$ cat src/rtl/ram_arbiter_if.sv
// Requester handshakes plus the RAM strobe bus for ram_arbiter; slave = arbiter side,
// master = requesters together with the RAM (which drives mem_rdata).
interface ram_arbiter_if #(
    parameter int ADDR_W = 4,
    parameter int DATA_W = 6
);
    logic              req0;
    logic              req1;
    logic              we0;
    logic              we1;
    logic [ADDR_W-1:0] addr0;
    logic [ADDR_W-1:0] addr1;
    logic [DATA_W-1:0] wdata0;
    logic [DATA_W-1:0] wdata1;
    logic              gnt0;
    logic              gnt1;
    logic              done0;
    logic              done1;
    logic [DATA_W-1:0] rdata;
    logic [ADDR_W-1:0] mem_addr;
    logic [DATA_W-1:0] mem_wdata;
    logic              mem_oe;
    logic              mem_rd_n;
    logic              mem_wr_n;
    logic [DATA_W-1:0] mem_rdata;
    logic              busy;

    modport slave (
        input  req0, req1, we0, we1, addr0, addr1, wdata0, wdata1, mem_rdata,
        output gnt0, gnt1, done0, done1, rdata, mem_addr, mem_wdata, mem_oe,
               mem_rd_n, mem_wr_n, busy
    );

    modport master (
        output req0, req1, we0, we1, addr0, addr1, wdata0, wdata1, mem_rdata,
        input  gnt0, gnt1, done0, done1, rdata, mem_addr, mem_wdata, mem_oe,
               mem_rd_n, mem_wr_n, busy
    );
endinterface

$ cat src/rtl/ram_arbiter.sv
// Two-port arbiter for a single async RAM; read done 3 cycles, write 3+WR_SETUP after grant; requesters hold req until done.
// Round-robin by default; RAM_ARB_FIXED_PRI_EN gives port 0 fixed priority on ties.
module ram_arbiter #(
    parameter int ADDR_W   = 4,
    parameter int DATA_W   = 6,
    parameter int WR_SETUP = 1
) (
    input  logic          i_clk,
    input  logic          i_rst_n,
    ram_arbiter_if.slave  bus
);
    localparam int CNT_W = (WR_SETUP > 1) ? $clog2(WR_SETUP) : 1;

    typedef enum logic [2:0] {
        IDLE, RD_ACC, RD_CAP, WR_SET, WR_STB, WR_HLD, DONE
    } state_t;

    state_t            r_state;
    logic              r_gnt0;
    logic              r_gnt1;
    logic              r_done0;
    logic              r_done1;
    logic              r_oe;
    logic              r_rd_n;
    logic              r_wr_n;
    logic              r_busy;
    logic [ADDR_W-1:0] r_addr;
    logic [DATA_W-1:0] r_wdata;
    logic [DATA_W-1:0] r_rdata;
    logic [CNT_W-1:0]  r_cnt;

    logic              w_any;
    logic              w_pick1;
    logic              w_we;

    assign w_any = bus.req0 | bus.req1;
    assign w_we  = w_pick1 ? bus.we1 : bus.we0;

`ifdef RAM_ARB_FIXED_PRI_EN
    assign w_pick1 = ~bus.req0 & bus.req1;
`else
    logic r_last;

    // On a tie, port 1 wins only if port 0 was served last.
    assign w_pick1 = bus.req1 & (~bus.req0 | ~r_last);

    always_ff @(posedge i_clk or negedge i_rst_n) begin
        if (!i_rst_n) begin
            r_last <= 1'b1;
        end else if (r_state == IDLE && w_any) begin
            r_last <= w_pick1;
        end
    end
`endif

    always_ff @(posedge i_clk or negedge i_rst_n) begin
        if (!i_rst_n) begin
            r_state <= IDLE;
            r_gnt0  <= 1'b0;
            r_gnt1  <= 1'b0;
            r_done0 <= 1'b0;
            r_done1 <= 1'b0;
            r_oe    <= 1'b0;
            r_rd_n  <= 1'b1;
            r_wr_n  <= 1'b1;
            r_busy  <= 1'b0;
            r_addr  <= '0;
            r_wdata <= '0;
            r_rdata <= '0;
            r_cnt   <= '0;
        end else begin
            r_done0 <= 1'b0;
            r_done1 <= 1'b0;
            case (r_state)
                IDLE: begin
                    if (w_any) begin
                        r_gnt0 <= ~w_pick1;
                        r_gnt1 <= w_pick1;
                        r_addr <= w_pick1 ? bus.addr1 : bus.addr0;
                        r_busy <= 1'b1;
                        if (w_we) begin
                            r_wdata <= w_pick1 ? bus.wdata1 : bus.wdata0;
                            r_oe    <= 1'b1;
                            r_cnt   <= CNT_W'(WR_SETUP - 1);
                            r_state <= WR_SET;
                        end else begin
                            r_rd_n  <= 1'b0;
                            r_state <= RD_ACC;
                        end
                    end
                end
                RD_ACC: begin
                    r_state <= RD_CAP;
                end
                RD_CAP: begin
                    r_rdata <= bus.mem_rdata;
                    r_rd_n  <= 1'b1;
                    r_state <= DONE;
                end
                WR_SET: begin
                    if (r_cnt == '0) begin
                        r_wr_n  <= 1'b0;
                        r_state <= WR_STB;
                    end else begin
                        r_cnt <= r_cnt - 1'b1;
                    end
                end
                WR_STB: begin
                    r_wr_n  <= 1'b1;
                    r_state <= WR_HLD;
                end
                // Data stays driven one more cycle past the wr_n rising edge.
                WR_HLD: begin
                    r_state <= DONE;
                end
                DONE: begin
                    r_done0 <= r_gnt0;
                    r_done1 <= r_gnt1;
                    r_gnt0  <= 1'b0;
                    r_gnt1  <= 1'b0;
                    r_oe    <= 1'b0;
                    r_rd_n  <= 1'b1;
                    r_busy  <= 1'b0;
                    r_state <= IDLE;
                end
                default: begin
                    r_state <= IDLE;
                end
            endcase
        end
    end

    assign bus.gnt0      = r_gnt0;
    assign bus.gnt1      = r_gnt1;
    assign bus.done0     = r_done0;
    assign bus.done1     = r_done1;
    assign bus.rdata     = r_rdata;
    assign bus.mem_addr  = r_addr;
    assign bus.mem_wdata = r_wdata;
    assign bus.mem_oe    = r_oe;
    assign bus.mem_rd_n  = r_rd_n;
    assign bus.mem_wr_n  = r_wr_n;
    assign bus.busy      = r_busy;
endmodule

$ cat src/flat_wrapper.sv
// flat-port wrapper written by rule: the top's interface ports become plain ports
module ram_arbiter_flat 
#(
    parameter int ADDR_W   = 4,
    parameter int DATA_W   = 6,
    parameter int WR_SETUP = 1
)
  (i_clk, i_rst_n, bus_req0, bus_req1, bus_we0, bus_we1, bus_addr0, bus_addr1, bus_wdata0, bus_wdata1, bus_mem_rdata, bus_gnt0, bus_gnt1, bus_done0, bus_done1, bus_rdata, bus_mem_addr, bus_mem_wdata, bus_mem_oe, bus_mem_rd_n, bus_mem_wr_n, bus_busy);
  ram_arbiter_if #(.ADDR_W(ADDR_W), .DATA_W(DATA_W)) bus_i ();
  input  logic i_clk;
  input  logic i_rst_n;
  input wire logic [$bits(bus_i.req0)-1:0] bus_req0;
  input wire logic [$bits(bus_i.req1)-1:0] bus_req1;
  input wire logic [$bits(bus_i.we0)-1:0] bus_we0;
  input wire logic [$bits(bus_i.we1)-1:0] bus_we1;
  input wire logic [$bits(bus_i.addr0)-1:0] bus_addr0;
  input wire logic [$bits(bus_i.addr1)-1:0] bus_addr1;
  input wire logic [$bits(bus_i.wdata0)-1:0] bus_wdata0;
  input wire logic [$bits(bus_i.wdata1)-1:0] bus_wdata1;
  input wire logic [$bits(bus_i.mem_rdata)-1:0] bus_mem_rdata;
  output wire logic [$bits(bus_i.gnt0)-1:0] bus_gnt0;
  output wire logic [$bits(bus_i.gnt1)-1:0] bus_gnt1;
  output wire logic [$bits(bus_i.done0)-1:0] bus_done0;
  output wire logic [$bits(bus_i.done1)-1:0] bus_done1;
  output wire logic [$bits(bus_i.rdata)-1:0] bus_rdata;
  output wire logic [$bits(bus_i.mem_addr)-1:0] bus_mem_addr;
  output wire logic [$bits(bus_i.mem_wdata)-1:0] bus_mem_wdata;
  output wire logic [$bits(bus_i.mem_oe)-1:0] bus_mem_oe;
  output wire logic [$bits(bus_i.mem_rd_n)-1:0] bus_mem_rd_n;
  output wire logic [$bits(bus_i.mem_wr_n)-1:0] bus_mem_wr_n;
  output wire logic [$bits(bus_i.busy)-1:0] bus_busy;
  assign bus_i.req0 = bus_req0;
  assign bus_i.req1 = bus_req1;
  assign bus_i.we0 = bus_we0;
  assign bus_i.we1 = bus_we1;
  assign bus_i.addr0 = bus_addr0;
  assign bus_i.addr1 = bus_addr1;
  assign bus_i.wdata0 = bus_wdata0;
  assign bus_i.wdata1 = bus_wdata1;
  assign bus_i.mem_rdata = bus_mem_rdata;
  assign bus_gnt0 = bus_i.gnt0;
  assign bus_gnt1 = bus_i.gnt1;
  assign bus_done0 = bus_i.done0;
  assign bus_done1 = bus_i.done1;
  assign bus_rdata = bus_i.rdata;
  assign bus_mem_addr = bus_i.mem_addr;
  assign bus_mem_wdata = bus_i.mem_wdata;
  assign bus_mem_oe = bus_i.mem_oe;
  assign bus_mem_rd_n = bus_i.mem_rd_n;
  assign bus_mem_wr_n = bus_i.mem_wr_n;
  assign bus_busy = bus_i.busy;
  ram_arbiter #(.ADDR_W(ADDR_W), .DATA_W(DATA_W), .WR_SETUP(WR_SETUP)) u_core (.i_clk(i_clk), .i_rst_n(i_rst_n), .bus(bus_i));
endmodule
$ cat config.mk
export PLATFORM = sky130hd
export DESIGN_NAME = ram_arbiter_flat
export DESIGN_NICKNAME = d
export VERILOG_FILES = /design/src/rtl/ram_arbiter_if.sv /design/src/rtl/ram_arbiter.sv /design/src/flat_wrapper.sv
export SDC_FILE = /design/constraint.sdc
export NUM_CORES = 1
export LEC_CHECK = 0
export BUFFER_PORTS_ARGS = -buffer_cell sky130_fd_sc_hd__buf_2
export CAP_MARGIN = 5
export CORE_AREA = 2 2 61 63
export DETAILED_ROUTE_END_ITERATION = 8
export DIE_AREA = 0 0 63 65
export PLACE_DENSITY = 0.72
export SYNTH_ARGS = -nofsm -noshare
export SYNTH_HDL_FRONTEND = slang
export SYNTH_SLANG_ARGS = --single-unit
$ cat constraint.sdc
create_clock -name i_clk -period 3.15 [get_ports i_clk]
set_clock_uncertainty 0.05 [all_clocks]
set_input_delay 0.315 -clock i_clk [delete_from_list [all_inputs] [get_ports i_clk]]
set_output_delay 0.315 -clock i_clk [all_outputs]
set_load 0.03 [all_outputs]
==> run_results.csv <==
group,metric,value,unit
outcome,outcome,"finished, final reports clean",
cts,cts.repair.resized,0,
timing,hold-worst-slack,0.159,ns
worst_setup_path,cp.required,3.30,ns
worst_setup_path,cp-end-kind,"register",
routing,drt_wl_total,3340,microns
place,dpl_cell_area,1750,sq um
cells_and_area,nets,223,
floorplanning,rows,22,
timing,period_needed,1.90,ns
floorplanning,die_h,65,microns
timing,drv_slew,0,
worst_setup_path,max_stage_delay,0.52,ns
min_path,min_from,"bus_mem_rdata[4]",
worst_setup_path,worstSetupStartpointType,"register",
timing,slew_headroom,58.4,%
cts,htreeDepth,1,
cts,post_cts_buffers,0,
timing,setup_viol,0,
power,power.density,1000,nW/um^2
routing,routedWlPerCell,14.1,microns
synth,ys_ff_latch,28,
min_path,hold_end,"u_core.bus.rdata[4]",
floorplanning,die_area,4100,sq um
floorplanning,pin_count,56,
timing,rsz0062_at_grt,"no",
grt,top_usage_layer,"met2",
place,portBuffers,55,
routing,vias,1242,
worst_setup_path,reg2reg_depth,3,
grt,grt_usage,17.2,%
cells_and_area,multi_input_area,691,sq um
timing,tns,0,ns
synth,synth.distinct_cells,37,
worst_setup_path,cp_max_fo,15,
floorplanning,die_w,63,microns
cts,clock_sinks,28,
routing,drt_pass1_iterations,4,
cts,insertion_delay,0.32,ns
floorplanning,initial_utilization,42.4,%
cells_and_area,regArea,704,sq um
grt,use_met1,23.9,%
synth,syn_area_per_cell,10.7,sq um
grt,use_met2,27.7,%
place,globalplace.congestion,0.836,
timing,layout_setup_ws,1.25,ns
worst_setup_path,crit_slowest_cell,"dfrtp_1",
power,p_leak,0.844,nW
min_path,holdPathStages,2,
worst_setup_path,cp.arrival,2.05,ns
place,hpwl,2430,microns
worst_setup_path,critPathKind,"register to register",
routing,vias_per_cell,5.24,
timing,period_share,60.2,%
worst_setup_path,r2r-end,"u_core.bus.mem_wdata[0]",
power,ir_drop,0.000307,V
routing,drcViolationCount,0,
synth,syn_inst,139,
cells_and_area,syn2layout_area_growth,20.7,%
timing,worstMarginPinSlew,0.624,ns
place,pre_cts_ws,1.22,ns
min_path,worstHoldPathType,"input pin to register",
floorplanning,core_region_area,3500,sq um
cts,cts.clk_slew.worst_paths,0.15,ns
routing,postRouteAntennaNets,0,
routing,drtIter0Drc,34,
cells_and_area,antenna_cells,0,
worst_setup_path,timing.rr.start,"u_core.r_state[2]",
worst_setup_path,crit_chain,"nor3_4, and2_1, a221oi_1",
cts,clockBufferDepth,2,
synth,syn_area,1480,sq um
synth,ys_warn_count,0,
grt,grt_max_degree,29,
cts,tritoncts,"built",
cts,numCtsBuffers,3,
cts,cts_root_buffer,"clkbuf_4",
timing,hold_viol,0,
synth,syn_nets,172,
cells_and_area,design_area,1790,sq um
cells_and_area,drive_gt1_share,41.8,%
grt,grt_pass1_wl,5540,microns
timing,max_freq,527,MHz
grt,grt_pass1_vias,1194,
synth,ys_seq_area_share,47.5,%
worst_setup_path,regToRegSetupSlack,1.25,ns
cells_and_area,num-fill-cells,341,
flow_run,cap_violations,0,
grt,antenna_found_initial,0,
grt,use_met3,2.78,%
grt,grt.overflow.total,0,
[logic make-up after synthesis]
kind of cell               synth area share (%)
buffers and inverters                      5.99
and+or+nand+nor                            13.0
AOI/OAI and AO/OA                          26.6
muxes                                      6.07
adders and majority gates                 0.843
DFF                                        47.5
[worst max-delay path: cells and delay by family, from the launching register on]
kind             cells  cell delay (ns)
AND/OR/NAND/NOR      2             1.03
flip-flops           1             0.52
AO/OA/AOI/OAI        1             0.17
[layout make-up]
class	instances	share of cell area, %
flip-flops and latches	28	39.3
multi-input cells	97	38.5
repair buffers	56	15.9
well taps	48	3.35
clock buffers	4	2.03
inverters	4	0.838
[per-stage QoR]
stage	utilization (%)	power [W]	std cells
floorplan	-	0.00142	139
global placement	49.9	0.00162	232
detailed placement	49.9	0.00163	232
CTS	51.3	0.00181	237
global route	51.3	0.00193	237
finish	51.3	0.00179	237
[how the worst max path moves through the flow]
| stage | start | to | slack (ns) | depth (start not counted) |
|---|---|---|---|---|
| global route | u_core.r_state[2] | u_core.bus.mem_addr[3] | 1.13 | 3 |
| finish | u_core.r_state[2] | u_core.bus.mem_wdata[0] | 1.25 | 3 |
| floorplan | u_core.r_state[2] | u_core.bus.rdata[0] | 1.80 | 4 |
| CTS | u_core.r_state[2] | u_core.bus.mem_wdata[0] | 1.21 | 3 |
| global placement | u_core.r_state[2] | u_core.bus.mem_wdata[0] | 1.30 | 3 |
| detailed placement | u_core.r_state[2] | u_core.bus.mem_wdata[0] | 1.22 | 3 |
[synth_stat cells, drive strengths merged]
cell type	instances	area (sq um)
o221ai	1	8.76
a21boi	2	26.3
o21ai	2	10.0
ha	1	12.5
nand2b	6	37.5
nand2	17	66.3
nor3	1	16.3
a31oi	4	25.0
a221oi	6	83.8
dfstp	3	78.8
buf	10	73.8
o21bai	1	7.51
a32oi	2	17.5
a211oi	1	12.5
a22oi	1	7.51
dfrtp	25	626
nand3b	1	7.51
nor2	8	32.5
mux2	6	90.1
o32ai	6	52.6
a21bo	1	10.0
a2bb2oi	1	8.76
and2	3	18.8
inv	4	15.0
or2b	1	7.51
a21oi	22	110
a2111oi	1	8.76
or2	1	6.26
o22ai	1	6.26
[state kept, by name (all words and copies together), names as in the netlist]
signal                count
u_core.bus.done0          1
u_core.bus.busy           1
u_core.bus.mem_wr_n       1
u_core.bus.mem_oe         1
u_core.bus.mem_addr       4
u_core.r_state            3
u_core.bus.mem_rd_n       1
u_core.bus.mem_wdata      6
u_core.bus.rdata          6
u_core.bus.gnt1           1
u_core.r_last             1
u_core.bus.gnt0           1
u_core.bus.done1          1
[cell usage in the layout, fill, tap and decap left out, types with 4 or more instances in the layout]
cell      instances
buf_2            55
a21oi_1          22
o32ai_1           6
nor2_1            7
mux2_4            6
nand2b_1          6
a31oi_1           4
nand2_1          16
a221oi_2          5
dfrtp_1          25
[power breakdown]
group	internal, W	switching (W)
sequential	0.000529	0.000144
clock	0.0000707	0.000107
combinational	0.000356	0.000588
total	0.000956	0.000839
[repair_timing]
item,in CTS,in global routing
hold buffers,1,0
endpoints found under the hold margin,25,0
endpoints found under the setup margin,0,0
[metal layers]
metal / routed length, microns / part of all wire (%)
met1: 1570 / 47
met2: 1540 / 46
met3: 209 / 6.3
met4: 14 / 0.42
met5: 0 / 0
Note: power is estimated with default switching activity, not from simulation.
